==> src/rtl/pixel_pkg.sv <==
// Shared types and helpers for the pixel array controller.
// Gray/binary helpers work on a fixed 32-bit container; callers cast to their width.
package pixel_pkg;

    localparam int DEF_DATA_W   = 8;
    localparam int DEF_N_PIXELS = 4;
    localparam int FN_W         = 32;

    typedef enum logic [2:0] {
        IDLE,
        ERASE,
        EXPOSE,
        CONVERT,
        READ_ON,
        READ_SAMPLE,
        HANDSHAKE
    } state_t;

    function automatic logic [FN_W-1:0] bin2gray(input logic [FN_W-1:0] b);
        return b ^ (b >> 1);
    endfunction

    // Zero upper bits leave the lower bits unaffected, so narrower codes convert correctly.
    function automatic logic [FN_W-1:0] gray2bin(input logic [FN_W-1:0] g);
        logic [FN_W-1:0] b;
        b[FN_W-1] = g[FN_W-1];
        for (int i = FN_W - 2; i >= 0; i--) begin
            b[i] = b[i+1] ^ g[i];
        end
        return b;
    endfunction

endpackage

==> src/rtl/pixel_ramp_counter.sv <==
// Conversion ramp counter: DATA_W+1 bits, the carry into the top bit marks the last code.
// With GRAY_CODE_EN defined the code output is Gray-encoded, otherwise plain binary.
module pixel_ramp_counter
    import pixel_pkg::*;
#(
    parameter int DATA_W = DEF_DATA_W
) (
    input  logic              clk,
    input  logic              reset_n,
    input  logic              clear,
    input  logic              enable,
    output logic [DATA_W-1:0] code,
    output logic              terminal
);

    logic [DATA_W:0] count_reg;
    logic [DATA_W:0] count_next;

    assign count_next = count_reg + (DATA_W + 1)'(1);
    assign terminal   = count_next[DATA_W];

    always_ff @(posedge clk or negedge reset_n) begin
        if (!reset_n) begin
            count_reg <= '0;
        end else if (clear) begin
            count_reg <= '0;
        end else if (enable) begin
            count_reg <= count_next;
        end
    end

`ifdef GRAY_CODE_EN
    assign code = DATA_W'(bin2gray(FN_W'(count_reg[DATA_W-1:0])));
`else
    assign code = count_reg[DATA_W-1:0];
`endif

endmodule

==> src/rtl/pixel_array_ctrl.sv <==
// Frame sequencer for a shared-bus pixel array: erase, expose, ramp conversion, readout stream.
// GRAY_CODE_EN selects a Gray ramp on the bus with Gray->binary conversion of captured codes.
module pixel_array_ctrl
    import pixel_pkg::*;
#(
    parameter int N_PIXELS   = DEF_N_PIXELS,
    parameter int DATA_W     = DEF_DATA_W,
    parameter int ERASE_CYC  = 5,
    parameter int EXPOSE_CYC = 255,
    localparam int IDX_W     = (N_PIXELS > 1) ? $clog2(N_PIXELS) : 1
) (
    input  logic                clk,
    input  logic                reset_n,
    input  logic                start,
    input  logic                abort,
    output logic                erase,
    output logic                expose,
    output logic                convert,
    output logic [N_PIXELS-1:0] read,
    output logic                data_drive,
    output logic [DATA_W-1:0]   data_out,
    input  logic [DATA_W-1:0]   data_in,
    output logic                pix_valid,
    input  logic                pix_ready,
    output logic [IDX_W-1:0]    pix_idx,
    output logic [DATA_W-1:0]   pix_data,
    output logic                busy,
    output logic                frame_done
);

    localparam int MAX_CYC  = (ERASE_CYC > EXPOSE_CYC) ? ERASE_CYC : EXPOSE_CYC;
    localparam int TIMER_W  = (MAX_CYC > 1) ? $clog2(MAX_CYC) : 1;
    localparam logic [IDX_W-1:0] LAST_IDX = IDX_W'(N_PIXELS - 1);

    state_t              state_reg, state_next;
    logic [TIMER_W-1:0]  timer_reg, timer_next;
    logic [IDX_W-1:0]    idx_reg, idx_next;
    logic [IDX_W-1:0]    pix_idx_reg;
    logic [DATA_W-1:0]   pix_data_reg;
    logic                frame_done_reg, frame_done_next;
    logic                capture;
    logic [DATA_W-1:0]   ramp_code;
    logic                ramp_terminal;
    logic [DATA_W-1:0]   captured;

    pixel_ramp_counter #(
        .DATA_W(DATA_W)
    ) u_ramp (
        .clk     (clk),
        .reset_n (reset_n),
        .clear   (state_reg != CONVERT),
        .enable  (state_reg == CONVERT),
        .code    (ramp_code),
        .terminal(ramp_terminal)
    );

`ifdef GRAY_CODE_EN
    assign captured = DATA_W'(gray2bin(FN_W'(data_in)));
`else
    assign captured = data_in;
`endif

    always_comb begin
        state_next      = state_reg;
        timer_next      = timer_reg;
        idx_next        = idx_reg;
        frame_done_next = 1'b0;
        capture         = 1'b0;
        if (abort && state_reg != IDLE) begin
            state_next = IDLE;
            timer_next = '0;
            idx_next   = '0;
        end else begin
            case (state_reg)
                IDLE: begin
                    if (start) begin
                        state_next = ERASE;
                        timer_next = '0;
                        idx_next   = '0;
                    end
                end
                ERASE: begin
                    if (timer_reg == TIMER_W'(ERASE_CYC - 1)) begin
                        state_next = EXPOSE;
                        timer_next = '0;
                    end else begin
                        timer_next = timer_reg + TIMER_W'(1);
                    end
                end
                EXPOSE: begin
                    if (timer_reg == TIMER_W'(EXPOSE_CYC - 1)) begin
                        state_next = CONVERT;
                        timer_next = '0;
                    end else begin
                        timer_next = timer_reg + TIMER_W'(1);
                    end
                end
                CONVERT: begin
                    if (ramp_terminal) begin
                        state_next = READ_ON;
                    end
                end
                // One idle read cycle lets the bus turn around before sampling.
                READ_ON: state_next = READ_SAMPLE;
                READ_SAMPLE: begin
                    capture    = 1'b1;
                    state_next = HANDSHAKE;
                end
                HANDSHAKE: begin
                    if (pix_ready) begin
                        if (idx_reg == LAST_IDX) begin
                            state_next      = IDLE;
                            frame_done_next = 1'b1;
                        end else begin
                            idx_next   = idx_reg + IDX_W'(1);
                            state_next = READ_ON;
                        end
                    end
                end
                default: state_next = IDLE;
            endcase
        end
    end

    always_ff @(posedge clk or negedge reset_n) begin
        if (!reset_n) begin
            state_reg      <= IDLE;
            timer_reg      <= '0;
            idx_reg        <= '0;
            pix_idx_reg    <= '0;
            pix_data_reg   <= '0;
            frame_done_reg <= 1'b0;
        end else begin
            state_reg      <= state_next;
            timer_reg      <= timer_next;
            idx_reg        <= idx_next;
            frame_done_reg <= frame_done_next;
            if (capture) begin
                pix_idx_reg  <= idx_reg;
                pix_data_reg <= captured;
            end
        end
    end

    assign erase      = (state_reg == ERASE);
    assign expose     = (state_reg == EXPOSE);
    assign convert    = (state_reg == CONVERT);
    assign data_drive = (state_reg == CONVERT);
    assign data_out   = data_drive ? ramp_code : '0;
    assign read       = (state_reg == READ_ON || state_reg == READ_SAMPLE)
                        ? (N_PIXELS'(1) << idx_reg) : '0;
    assign pix_valid  = (state_reg == HANDSHAKE);
    assign pix_idx    = pix_idx_reg;
    assign pix_data   = pix_data_reg;
    assign busy       = (state_reg != IDLE);
    assign frame_done = frame_done_reg;

endmodule

==> config.mk <==
export PLATFORM = sky130hd
export DESIGN_NAME = pixel_array_ctrl
export DESIGN_NICKNAME = d
export VERILOG_FILES = /design/src/rtl/pixel_pkg.sv /design/src/rtl/pixel_ramp_counter.sv /design/src/rtl/pixel_array_ctrl.sv
export SDC_FILE = /design/constraint.sdc
export NUM_CORES = 1
export LEC_CHECK = 0
export BUFFER_PORTS_ARGS = -buffer_cell sky130_fd_sc_hd__buf_2
export CAP_MARGIN = 5
export CORE_UTILIZATION = 60
export CTS_BUF_LIST = sky130_fd_sc_hd__clkbuf_8
export DETAILED_ROUTE_END_ITERATION = 16
export PLACE_DENSITY = 0.87
export SYNTH_ARGS = -nofsm -noshare
export SYNTH_HDL_FRONTEND = slang
export SYNTH_HIERARCHICAL = 1
export SYNTH_SLANG_ARGS = --single-unit
==> constraint.sdc <==
create_clock -name clk -period 5.27 [get_ports clk]
set_input_delay 0.7905 -clock clk [delete_from_list [all_inputs] [get_ports clk]]
set_output_delay 0.7905 -clock clk [all_outputs]
set_load 0.01 [all_outputs]
; Yosys cells after proc, flatten, opt, wreduce, memory -nomap -nowiden
; Cells that the tools add are included.
[totals]
regBits = 33
output_inout_bits = 29
[op_classes]
add_sub_neg = 3
reduce_logical = 10
n_eq_ne = 16
n_shift = 1
mux = 28
[op_table]
columns = op, n
row1 = 8-bit two-way mux, 5
row2 = 8-bit one-hot mux with 3 select lines, 1
row3 = 3-bit two-way mux, 7
row4 = 3-bit one-hot mux with 7 select lines, 1
row5 = 9-bit two-way mux, 2
row6 = "3-bit by 1-bit != test with 1-bit output, second input constant", 4
row7 = "9-bit by 1-bit adder with 9-bit output, second input constant", 1
row8 = "3-bit == test, second input constant", 3
row9 = "8-bit by 1-bit adder with 8-bit output, second input constant", 1
row10 = "8-bit by 3-bit == test with 1-bit output, second input constant", 1
row11 = "8-bit == test, second input constant", 1
row12 = 2-bit two-way mux, 4
row13 = "3-bit by 2-bit == test with 1-bit output, second input constant", 2
row14 = 1-bit two-way mux, 6
row15 = "3-bit != test, second input constant", 2
row16 = 3-bit nonzero test, 2
row17 = 5-bit AND reduction, 1
row18 = 4-bit two-way mux, 1
row19 = 2-bit one-hot mux with 2 select lines, 1
row20 = 4-bit AND reduction, 1
row21 = 4-bit nonzero test, 1
row22 = "1-bit by 2-bit << shifter with 4-bit output, first input constant", 1
row23 = "3-bit by 1-bit == test with 1-bit output, second input constant", 1
row24 = 3-bit logical NOT, 1
row25 = other kinds (7), 7

; Depth between registers and ports, before layout
; Gate-level depths: netlist of the first run.
[logic_depth]
depth_word = 5
ltp_mapped = 8
depth_no_buf = 7

; Modules after synthesis
; The synthesis of the first run kept the hierarchy.
[modules_own_cells]
columns = mod, cells_each, instances, seq_area_each_um2, area_each_um2
row1 = pixel_array_ctrl, 140, 1, 600.6, 1411.4
row2 = pixel_ramp_counter, 55, 1, 225.2, 533.0

; Worst setup path before layout of the first run
; No wires, ideal clock.
[synth_path]
path_kind = flip-flop to flip-flop
from = reg state_reg[0]
to = reg u_ramp.count_reg[8]
arrival_time_ps = 2005
setup_ps = 125
stages_incl_launch_ff = 9
path_buffers = 3
path_slack_ps = 3141
synth_period_minus_slack_ps = 2129
t_required_ps = 5145
cell_sequence = dfrtp_1 clkbuf_1 nand2_1 nor2_1 clkbuf_1 buf_4 inv_1 nor4_1 mux2_2
[synth_via]
elab_chain_cells = 2
[synth_rtl]
columns = item, line_no
row1 = from (decl), pixel_array_ctrl.sv:35  ; state_t state_reg, state_next;
row2 = from (signal assigned), pixel_array_ctrl.sv:134  ; state_reg <= state_next;
row3 = 3-bit by 2-bit == test with 1-bit output, -
row4 = named net convert, pixel_array_ctrl.sv:18  ; output logic convert,
row5 = 2-bit nonzero test (no line), -
row6 = to (signal assigned), pixel_ramp_counter.sv:28  ; count_reg <= count_next;
row7 = to (decl), pixel_ramp_counter.sv:16  ; logic [DATA_W:0] count_reg;
; The timed path passes the listed nets, and every way through them passes these cells.
; A chain may end at the register's enable or synchronous reset.

; Worst setup path in the final report of the first run
[layout_path]
from = reg state_reg[0]
to = out data_out[4]
[layout_via]
elab_chain_cells = 2
[layout_rtl]
columns = item, line_no
row1 = 3-bit by 2-bit == test with 1-bit output, pixel_array_ctrl.sv:148  ; assign data_drive = (state_reg == CONVERT);
row2 = 8-bit two-way mux, pixel_array_ctrl.sv:149  ; assign data_out = data_drive ? ramp_code : '0;
row3 = to (decl), pixel_array_ctrl.sv:21  ; output logic [DATA_W-1:0] data_out,
; Every way passes these cells.

==> results of run 1 <==
==> stage by stage <==
stage,instances,util (%)
2_1_floorplan,195,-
3_5_place_dp,263,68.69
5_1_grt,271,71.52
4_1_cts,271,71.52
3_3_place_gp,263,68.69
6_report,271,71.52
==> synth_stat cells (4+ instances only) <==
library cell and count:
nor3_1 4, nand2_1 8, dfrtp_1 33, and2_1 13, nor2_1 13, xor2_1 4
o21ai_0 9, clkbuf_1 5, o31ai_1 6, a21oi_1 6, nand3_1 10, ha_1 8
a21o_1 5, mux2_2 12, buf_4 10, a22o_1 6, inv_1 9
==> critical path: stages, from the launching register on <==
cell and delay, ns:
dfrtp_1 0.57, nand2_1 0.09, nor2_1 0.86, and2_1 0.25
buf_2 0.13
==> placed cells by master, fill, tap and decap left out, types with 2 or more instances in the layout <==
cell type / count
nor3b_1: 3
nor2b_1: 2
nand2b_1: 2
or3_2: 2
nand3_1: 10
nand4_1: 3
ha_1: 8
dfrtp_1: 33
nor2_1: 13
clkinv_2: 2
or2_2: 3
nor3_1: 4
a22o_1: 6
mux2_2: 12
inv_1: 9
clkbuf_8: 5
buf_2: 41
nand2_1: 8
o21ai_1: 2
o21ai_0: 9
or4_1: 2
o31ai_1: 6
and2_1: 13
xor2_1: 4
a21o_1: 5
a21oi_1: 6
==> layout make-up <==
class	instances	share of cell area, %
clock buffers	5	3.152
clock inverters	3	0.8023
inverters	9	1.547
multi-input cells	135	44.41
flip-flops and latches	33	37.82
well taps	44	2.521
repair buffers	42	9.742
==> metal layers <==
layer / vias up / GRT usage, %
met5: - / 0
met4: 0 / 14.63
met3: 11 / 7.473
met2: 43 / 41.23
met1: 739 / 31.22
li1: 738 / -
==> logic make-up (layout without fill, tap and decap cells) <==
group,after synthesis,after routing,synth area share [%]
compound gates,38,38,14.67
xor+xnor,5,5,2.252
fa+ha+maj,8,8,5.148
buf+inv,27,59,7.658
flops,33,33,42.47
mux,13,13,7.465
simple gates,71,71,20.34
==> power breakdown <==
group	total, mW	switching (mW)	internal [mW]
clock	0.190	0.0990	0.0911
combinational	0.286	0.159	0.128
sequential	0.334	0.0417	0.292
total	0.810	0.299	0.511
==> worst paths after layout <==
| check | startpoint | slack, ns | cells past startpoint | to |
|---|---|---|---|---|
| setup / recovery | state_reg[0]$_DFFE_PN0P_ | 2.28 | 4 | data_out[4] |
| hold / removal | pix_data[7]$_DFFE_PN0P_ | 0.50 | 1 | pix_data[7]$_DFFE_PN0P_ |
| setup reg to reg | state_reg[0]$_DFFE_PN0P_ | 2.39 | 6 | state_reg[2]$_DFFE_PN0P_ |
| hold reg to reg | pix_data[7]$_DFFE_PN0P_ | 0.50 | 1 | pix_data[7]$_DFFE_PN0P_ |
| max in group asynchronous | reset_n | 4.24 | 1 | u_ramp/count_reg[2]$_DFFE_PN0P_ |
| min in group asynchronous | reset_n | 0.55 | 1 | timer_reg[3]$_DFFE_PN0P_ |
==> metrics, run 1 <==
Least-Margin Pin Slew 1.129 ns; largest net degree at the start of global routing 34; Starting DRT DRC Count 85; crit-path max FO 19; first-pass GRT wire length 6479 µm; number of port buffers 41; row count 20; Post-DRT Antenna Nets 0; synthesized instance count 195; Slew Viols, Final 0; Clock Latency Late Sink 0.29 ns; Total Power 0.8102 mW; final worst-path cycle share 56.66%; # IOs 42; initial antenna violation count 0; grt ovf 0; post-route setup TNS 0 ns; detailed-route wire length per cell 14.43 µm; Leakage 1.082 nW; crit path kind reg -> out; footprint of the multi-input gates 969.7 µm²; vias in the first global route 1,448; Core ar. 3053 µm²; status completed; crit path DAT 2.20 ns; crit path setup slack, layout 2.284 ns; synth warn 6; wire length on met3 180 µm; Place WS 2.386 ns; Reg area 825.8 µm²; Synth Register Bits 33; die area 3472 µm²; TritonCTS clock tree built; post-route minimum period 2.986 ns; number of setup violations in the final report 0; Worst Setup End Kind output pin; Mean Syn Cell Area 9.971 µm²; Die Wd 58.93 µm; worst endpoint required time 4.48 ns; Final Cell Area 2183 µm²; postcts setup bufs 0; Max Cap Violations 0; Initial Util 63.69%; Final HPWL DP 2788 µm; vias 1,531; max FFs per register 9; chip height 58.93 µm; fmax 0.3349 GHz; post-CTS sizing 0; Worst setup SP type flip-flop; Relative slew margins 24.49%; final WL 3911 µm; metal1 wirelength 1622 µm; routability congestion estimate 0.8671; Reg clk slew, reported paths 0.07 ns; root buffer cell clkbuf_8; Hold Crit Class reg -> reg; fill cell total of the finished layout 244; CTS Hold Bufs 0; Area after DPL 2097 µm²; PwrDens 371.1 nW/µm²; Nets 247; Syn-to-layout area delta 12.29%; worst vdd rail ir drop 0.2503 mV; Yosys top cell by area dfrtp_1; DRT Pass-1 Iters 4; clock skew 0.009151 ns; wire length on met2 1998 µm; Final Hold Viols 0; syn nets 216; cts bufs inserted 5; dominant synthesized flop cell dfrtp_1; share of post-route cells with drive strength above 1 31.28%; EDFF count, synth 0; post-synth top area share 42.47%; Final Hold Slack 0.5038 ns; part of the Yosys area used for sequential elements 42.47%; RSZ-0062 raised after global routing no; GRT Util Overall 25.81%; DR top layer met4; CTS Buffer Depth 2; synth top area cells dfrtp_1, mux2_2, ha_1; post-DR vias/cell 5.649; DRC viols 0; Async SR Flop Fraction 100.0%; # H-tree levels 2; Yosys cell types 39; n_diodes 0; clock sinks 33; Post-Syn Area 1944 µm²
(Power assumes the default switching activity.)
==> inputs of run 2 (changes only) <==
--- a/config.mk
+++ b/config.mk
@@ -5,12 +5,13 @@
 export SDC_FILE = /design/constraint.sdc
 export NUM_CORES = 1
 export LEC_CHECK = 0
+export ABC_AREA = 1
 export BUFFER_PORTS_ARGS = -buffer_cell sky130_fd_sc_hd__buf_2
 export CAP_MARGIN = 5
-export CORE_UTILIZATION = 60
+export CORE_UTILIZATION = 57
 export CTS_BUF_LIST = sky130_fd_sc_hd__clkbuf_8
 export DETAILED_ROUTE_END_ITERATION = 16
-export PLACE_DENSITY = 0.87
+export PLACE_DENSITY = 0.82
 export SYNTH_ARGS = -nofsm -noshare
 export SYNTH_HDL_FRONTEND = slang
 export SYNTH_HIERARCHICAL = 1
==> constraint.sdc (replaced) <==
create_clock -name clk -period 3 [get_ports clk]
set_input_delay 0.45 -clock clk [delete_from_list [all_inputs] [get_ports clk]]
set_output_delay 0.45 -clock clk [all_outputs]
set_load 0.01 [all_outputs]
==> run 2 against run 1 <==
  * Sequential share of layout area down 2.4 points
  * Critical path type unchanged
  * Utilization down 3.3 points
  * Register-to-register slack worse by 1.6 ns
  * Cell count up 32%
  * Sequential power up 71%
  * Die area up 12%
  * Non-clock buffer count down 1
  * Combinational power up 70%
  * Clock-buffer cell count unchanged
  * Synthesized cell count up 41%
  * Clock skew down 0.0069 ns
  * Synthesized area up 7.1%
==> metrics, run 2 <==
worst endpoint required time 2.55 ns (was 4.48 ns); Relative slew margins 51.43% (was 24.49%); Worst setup SP type flip-flop (unchanged); final worst-path cycle share 84.90%; TritonCTS clock tree built (unchanged); FF-to-FF path depth 10 (was 6); post-CTS sizing 0 (unchanged); Post-synth top cells nand2_1, inv_1, nor2_1 (was dfrtp_1, and2_1, nor2_1); DRT Pass-1 Iters 4 (unchanged); first-pass GRT wire length 6955 µm (was 6479 µm); post-synth top area share 39.66% (was 42.47%); worst vdd rail ir drop 0.3857 mV (was 0.2503 mV); detailed-route wire length per cell 11.32 µm (was 14.43 µm); status completed (unchanged); most frequent cell after synthesis nand2_1 (was dfrtp_1); Worst Setup End Kind output pin (unchanged); n_diodes 0 (unchanged); crit path kind reg -> out (unchanged); postcts setup bufs 0 (unchanged); Nets 332 (was 247); synthesized instance count 275 (was 195); Core ar. 3416 µm² (was 3053 µm²); # IOs 42 (unchanged); routability congestion estimate 0.8875 (was 0.8671); DRC viols 0 (unchanged); Post-DRT Antenna Nets 0 (unchanged); fill cell total of the finished layout 299 (was 244); Post-Syn Area 2082 µm² (was 1944 µm²); root buffer cell clkbuf_8 (unchanged); clock skew 0.002290 ns (was 0.009151 ns); Syn-to-layout area delta 11.90% (was 12.29%); Final Non-Filler Cells 358 (was 271); clock sinks 33 (unchanged); Clock Latency Late Sink 0.28 ns (was 0.29 ns); Starting DRT DRC Count 92 (was 85); syn nets 296 (was 216); Reg-to-Reg Start state_reg[0]$_DFFE_PN0P_ (unchanged); crit path DAT 2.10 ns (was 2.20 ns); part of the Yosys area used for sequential elements 39.66% (was 42.47%); Initial Util 60.95% (was 63.69%); post-route minimum period 2.547 ns; row count 21 (was 20); die area 3898 µm² (was 3472 µm²); vias in the first global route 1,606 (was 1,448); fmax 0.3926 GHz; Leakage 1.247 nW (was 1.082 nW); Mean Syn Cell Area 7.571 µm² (was 9.971 µm²); Slew Viols, Final 0 (unchanged); crit-path max FO 11 (was 19); Place WS 0.7646 ns (was 2.386 ns); final WL 4052 µm (was 3911 µm); Reg area 825.8 µm² (unchanged); Hold Crit Class in -> async (was reg -> reg); number of port buffers 41 (unchanged); Final Hold Viols 0 (unchanged); Synth Register Bits 33 (unchanged); Yosys top cell by area dfrtp_1 (unchanged); r2r setup slk 0.77 ns (was 2.39 ns); footprint of the multi-input gates 974.7 µm² (was 969.7 µm²); share of post-route cells with drive strength above 1 25.96% (was 31.28%); most common cell after layout, fill and taps aside nand2_1 (was buf_2); Final HPWL DP 3139 µm (was 2788 µm); largest net degree at the start of global routing 34 (unchanged); dpl cells 350 (was 263); r2r endpoint u_ramp/count_reg[5]$_DFFE_PN0P_ (was state_reg[2]$_DFFE_PN0P_); # H-tree levels 2 (unchanged); Die Wd 62.44 µm (was 58.93 µm); Least-Margin Pin Slew 0.7285 ns (was 1.129 ns); Yosys cell types 26 (was 39); chip height 62.44 µm (was 58.93 µm); synth warn 6 (unchanged); post-DR vias/cell 4.964 (was 5.649); grt ovf 0 (unchanged); number of setup violations in the final report 0 (unchanged); RSZ-0062 raised after global routing no (unchanged); Reg clk slew, reported paths 0.07 ns (about the same); max FFs per register 9 (unchanged); vias 1,777 (was 1,531); Max Cap Violations 0 (unchanged); synth top area cells dfrtp_1, nand2_1, inv_1 (was dfrtp_1, mux2_2, ha_1); initial antenna violation count 0 (unchanged); CTS Hold Bufs 0 (unchanged); post-route setup TNS 0 ns (unchanged); dominant synthesized flop cell dfrtp_1 (unchanged); Async SR Flop Fraction 100.0% (unchanged); Final Hold Slack 0.2193 ns (was 0.5038 ns); EDFF count, synth 0 (unchanged); CTS Buffer Depth 2 (unchanged); most frequent cells in the layout nand2_1, inv_1, nor2_1 (was buf_2, dfrtp_1, nor2_1, and2_1, mux2_2); final core utilization 68.21% (was 71.52%); crit path setup slack, layout 0.4530 ns (was 2.284 ns); cts bufs inserted 5 (unchanged); PwrDens 589.5 nW/µm² (was 371.1 nW/µm²); GRT Util Overall 22.80% (was 25.81%)
==> run 2: cells by family after synthesis <==
family | synth area share, %
adders and majority gates | 4.808
buffers and inverters | 13.52
DFF | 39.66
muxes | 4.327
and+or+nand+nor | 31.43
AOI/OAI and AO/OA | 5.409
xor gates and xnor gates | 0.8415
==> run 2: layer usage <==
metal  vias up  global-route usage, %  part of all wire, %
met5         -                      0                    0
met4         0                  8.721                  1.5
met3         7                  5.109                  3.6
met2        34                  37.91                   50
met1       823                  28.84                   45
li1        913                      -                    -
==> run 2: report_power, final <==
part           leakage [nW]  internal (mW)  switching, mW
Clock                0.0491          0.157          0.159
Sequential            0.453          0.507         0.0635
Combinational         0.745          0.175          0.311
Total                  1.25          0.839          0.534
==> run 2: cell type report <==
| class | count | share of cell area, % |
|---|---|---|
| timing repair buffer | 41 | 8.808 |
| sequential | 33 | 35.45 |
| tap | 46 | 2.470 |
| multi-input combinational | 181 | 41.84 |
| clock inverter | 3 | 0.5908 |
| clock buffer | 5 | 2.954 |
| inverter | 49 | 7.895 |
==> run 2: through the flow <==
step / area, µm² / power [mW]
after floorplan: 2082 / 0.9522
after global placement: 2247 / 1.052
after detailed placement: 2247 / 1.069
after CTS: 2330 / 1.385
after global routing: 2330 / 1.473
final: 2330 / 1.373
==> run 2: worst max-delay path, stage by stage, from the launching register on <==
cell,delay [ns]
dfrtp_1,0.52
nand2_1,0.12
nor2_1,0.41
clkinv_1,0.44
nor2_1,0.18
buf_2,0.15
==> run 2: worst max-delay path by stage <==
stage	startpoint	endpoint	slack [ns]	cells after the start
after global routing	state_reg[0]$_DFFE_PN0P_	data_out[4]	0.23	5
after CTS	state_reg[0]$_DFFE_PN0P_	data_out[4]	0.45	5
after floorplan	state_reg[0]$_DFFE_PN0P_	data_out[0]	0.99	5
final	state_reg[0]$_DFFE_PN0P_	data_out[4]	0.45	5
after global placement	state_reg[0]$_DFFE_PN0P_	data_out[1]	0.90	5
after detailed placement	state_reg[0]$_DFFE_PN0P_	data_out[4]	0.76	5
==> inputs of run 3 (changes only) <==
==> constraint.sdc (replaced) <==
create_clock -name clk -period 2.59 [get_ports clk]
set_input_delay 0.3885 -clock clk [delete_from_list [all_inputs] [get_ports clk]]
set_output_delay 0.3885 -clock clk [all_outputs]
set_load 0.01 [all_outputs]
==> run 3 against run 2 <==
  * Die area unchanged
  * Utilization grew 1.7 points
  * Clock skew rose by 0.0072 ns
  * Critical endpoint is now data_out[0]
  * Total power grew 31%
  * Sequential share of layout area fell by 0.87 points
  * Combinational power increased by 17%
  * Worst hold slack worse by 0.055 ns
  * Critical path type unchanged
==> metrics, run 3 (synthesized netlist as in run 2, its figures left out) <==
CP Capture Point data_out[0] (was data_out[4]); Slew Viols, Final 0 (unchanged); max FFs per register 9 (unchanged); Total Power 1.804 mW (was 1.373 mW); final core utilization 69.93% (was 68.21%); Max Cap Violations 0 (unchanged); DRT Pass-1 Iters 4 (unchanged); vias in the first global route 1,654 (was 1,606); Starting DRT DRC Count 124 (was 92); share of post-route cells with drive strength above 1 26.52% (was 25.96%); first-pass GRT wire length 7044 µm (was 6955 µm); RSZ-0062 raised after global routing no (unchanged); Least-Margin Pin Slew 0.7351 ns (was 0.7285 ns); fmax 0.4582 GHz; PwrDens 755.1 nW/µm² (was 589.5 nW/µm²); detailed-route wire length per cell 11.31 µm (was 11.32 µm); Final Hold Viols 0 (unchanged); final worst-path cycle share 84.27%; number of port buffers 41 (unchanged); DRC viols 0 (unchanged); FF-to-FF path depth 11 (was 10); grt ovf 0 (unchanged); largest net degree at the start of global routing 34 (unchanged); r2r endpoint u_ramp/count_reg[5]$_DFFE_PN0P_ (unchanged); Initial Util 60.95% (unchanged); routability congestion estimate 0.9035 (was 0.8875); cts bufs inserted 5 (unchanged); most common cell after layout, fill and taps aside nand2_1 (unchanged); post-route minimum period 2.183 ns; Syn-to-layout area delta 14.72% (was 11.90%); post-CTS sizing 0 (unchanged); Nets 333 (was 332); CP Launch Point state_reg[0]$_DFFE_PN0P_ (unchanged); most frequent cells in the layout nand2_1, inv_1, nor2_1 (unchanged); Final HPWL DP 3039 µm (was 3139 µm); Reg-to-Reg Start state_reg[0]$_DFFE_PN0P_ (unchanged); CTS Hold Bufs 0 (unchanged); worst endpoint required time 2.20 ns (was 2.55 ns); crit-path max FO 11 (unchanged); row count 21 (unchanged); Worst Setup End Kind output pin (unchanged); postcts setup bufs 0 (unchanged); # IOs 42 (unchanged); root buffer cell clkbuf_8 (unchanged); die area 3898 µm² (unchanged); Post-DRT Antenna Nets 0 (unchanged); clock sinks 33 (unchanged); r2r setup slk 0.66 ns (was 0.77 ns); number of setup violations in the final report 0 (unchanged); worst vdd rail ir drop 0.5713 mV (was 0.3857 mV); Core ar. 3416 µm² (unchanged); crit path kind reg -> out (unchanged); GRT Util Overall 22.86% (was 22.80%); status completed (unchanged); Clock Latency Late Sink 0.28 ns (about the same); final WL 4060 µm (was 4052 µm); Worst setup SP type flip-flop (unchanged); n_diodes 0 (unchanged); initial antenna violation count 0 (unchanged); chip height 62.44 µm (unchanged); crit path DAT 1.79 ns (was 2.10 ns); post-route setup TNS 0 ns (unchanged); # H-tree levels 2 (unchanged); clock skew 0.009519 ns (was 0.002290 ns); CTS Buffer Depth 2 (unchanged); Hold Crit Class in -> async (unchanged); vias 1,800 (was 1,777); Leakage 1.272 nW (was 1.247 nW); post-DR vias/cell 5.014 (was 4.964); TritonCTS clock tree built (unchanged); Reg clk slew, reported paths 0.07 ns (about the same); Die Wd 62.44 µm (unchanged); Relative slew margins 50.99% (was 51.43%)
run 3: layer usage:
layer	up-vias	track usage [%]	share of wire, %
met5	-	0	0
met4	0	8.430	1.1
met3	8	4.562	5.0
met2	58	38.72	48
met1	820	28.79	46
li1	914	-	-
run 3: worst min-delay path by stage:
stage,cells after the start,start,slack [ns],end
after global placement,2,pix_idx[1]$_DFFE_PN0P_,0.46,pix_idx[1]$_DFFE_PN0P_
final,1,reset_n,0.16,pix_data[3]$_DFFE_PN0P_
after detailed placement,2,pix_idx[1]$_DFFE_PN0P_,0.47,pix_idx[1]$_DFFE_PN0P_
after floorplan,0,reset_n,0.09,frame_done$_DFF_PN0_
after CTS,1,reset_n,0.18,state_reg[1]$_DFFE_PN0P_
after global routing,1,reset_n,0.22,pix_data[3]$_DFFE_PN0P_
run 3: worst max-delay path, cell delays in order, from the launching register on:
cell and delay [ns]:
dfrtp_1 0.50, nand2_1 0.12, nor2_1 0.10, buf_4 0.16, clkinv_1 0.29, nor2_1 0.19
buf_2 0.15
run 3: final cells by class:
| type | count | area [µm²] |
|---|---|---|
| fillers | 280 | 1027 |
| multi-input cells | 181 | 974.7 |
| flip-flops and latches | 33 | 825.8 |
| repair buffers | 42 | 212.7 |
| inverters | 49 | 183.9 |
| clock buffers | 5 | 68.82 |
| clock inverters | 3 | 65.06 |
| well taps | 46 | 57.56 |
run 3: power breakdown:
group | internal (mW) | switching [mW]
Sequential | 0.587 | 0.0733
Clock | 0.382 | 0.189
Combinational | 0.208 | 0.363
run 3: metrics by stage:
step / setup slack (ns) / instance area, µm² / hold slack, ns / std cells
3_3_place_gp: 0.7891 / 2255 / 0.4638 / 351
5_1_grt: 0.2256 / 2389 / 0.2246 / 359
6_report: 0.4074 / 2389 / 0.1640 / 359
4_1_cts: 0.4124 / 2389 / 0.1850 / 359
3_5_place_dp: 0.7365 / 2255 / 0.4681 / 351
2_1_floorplan: 0.6431 / 2082 / 0.09291 / 275
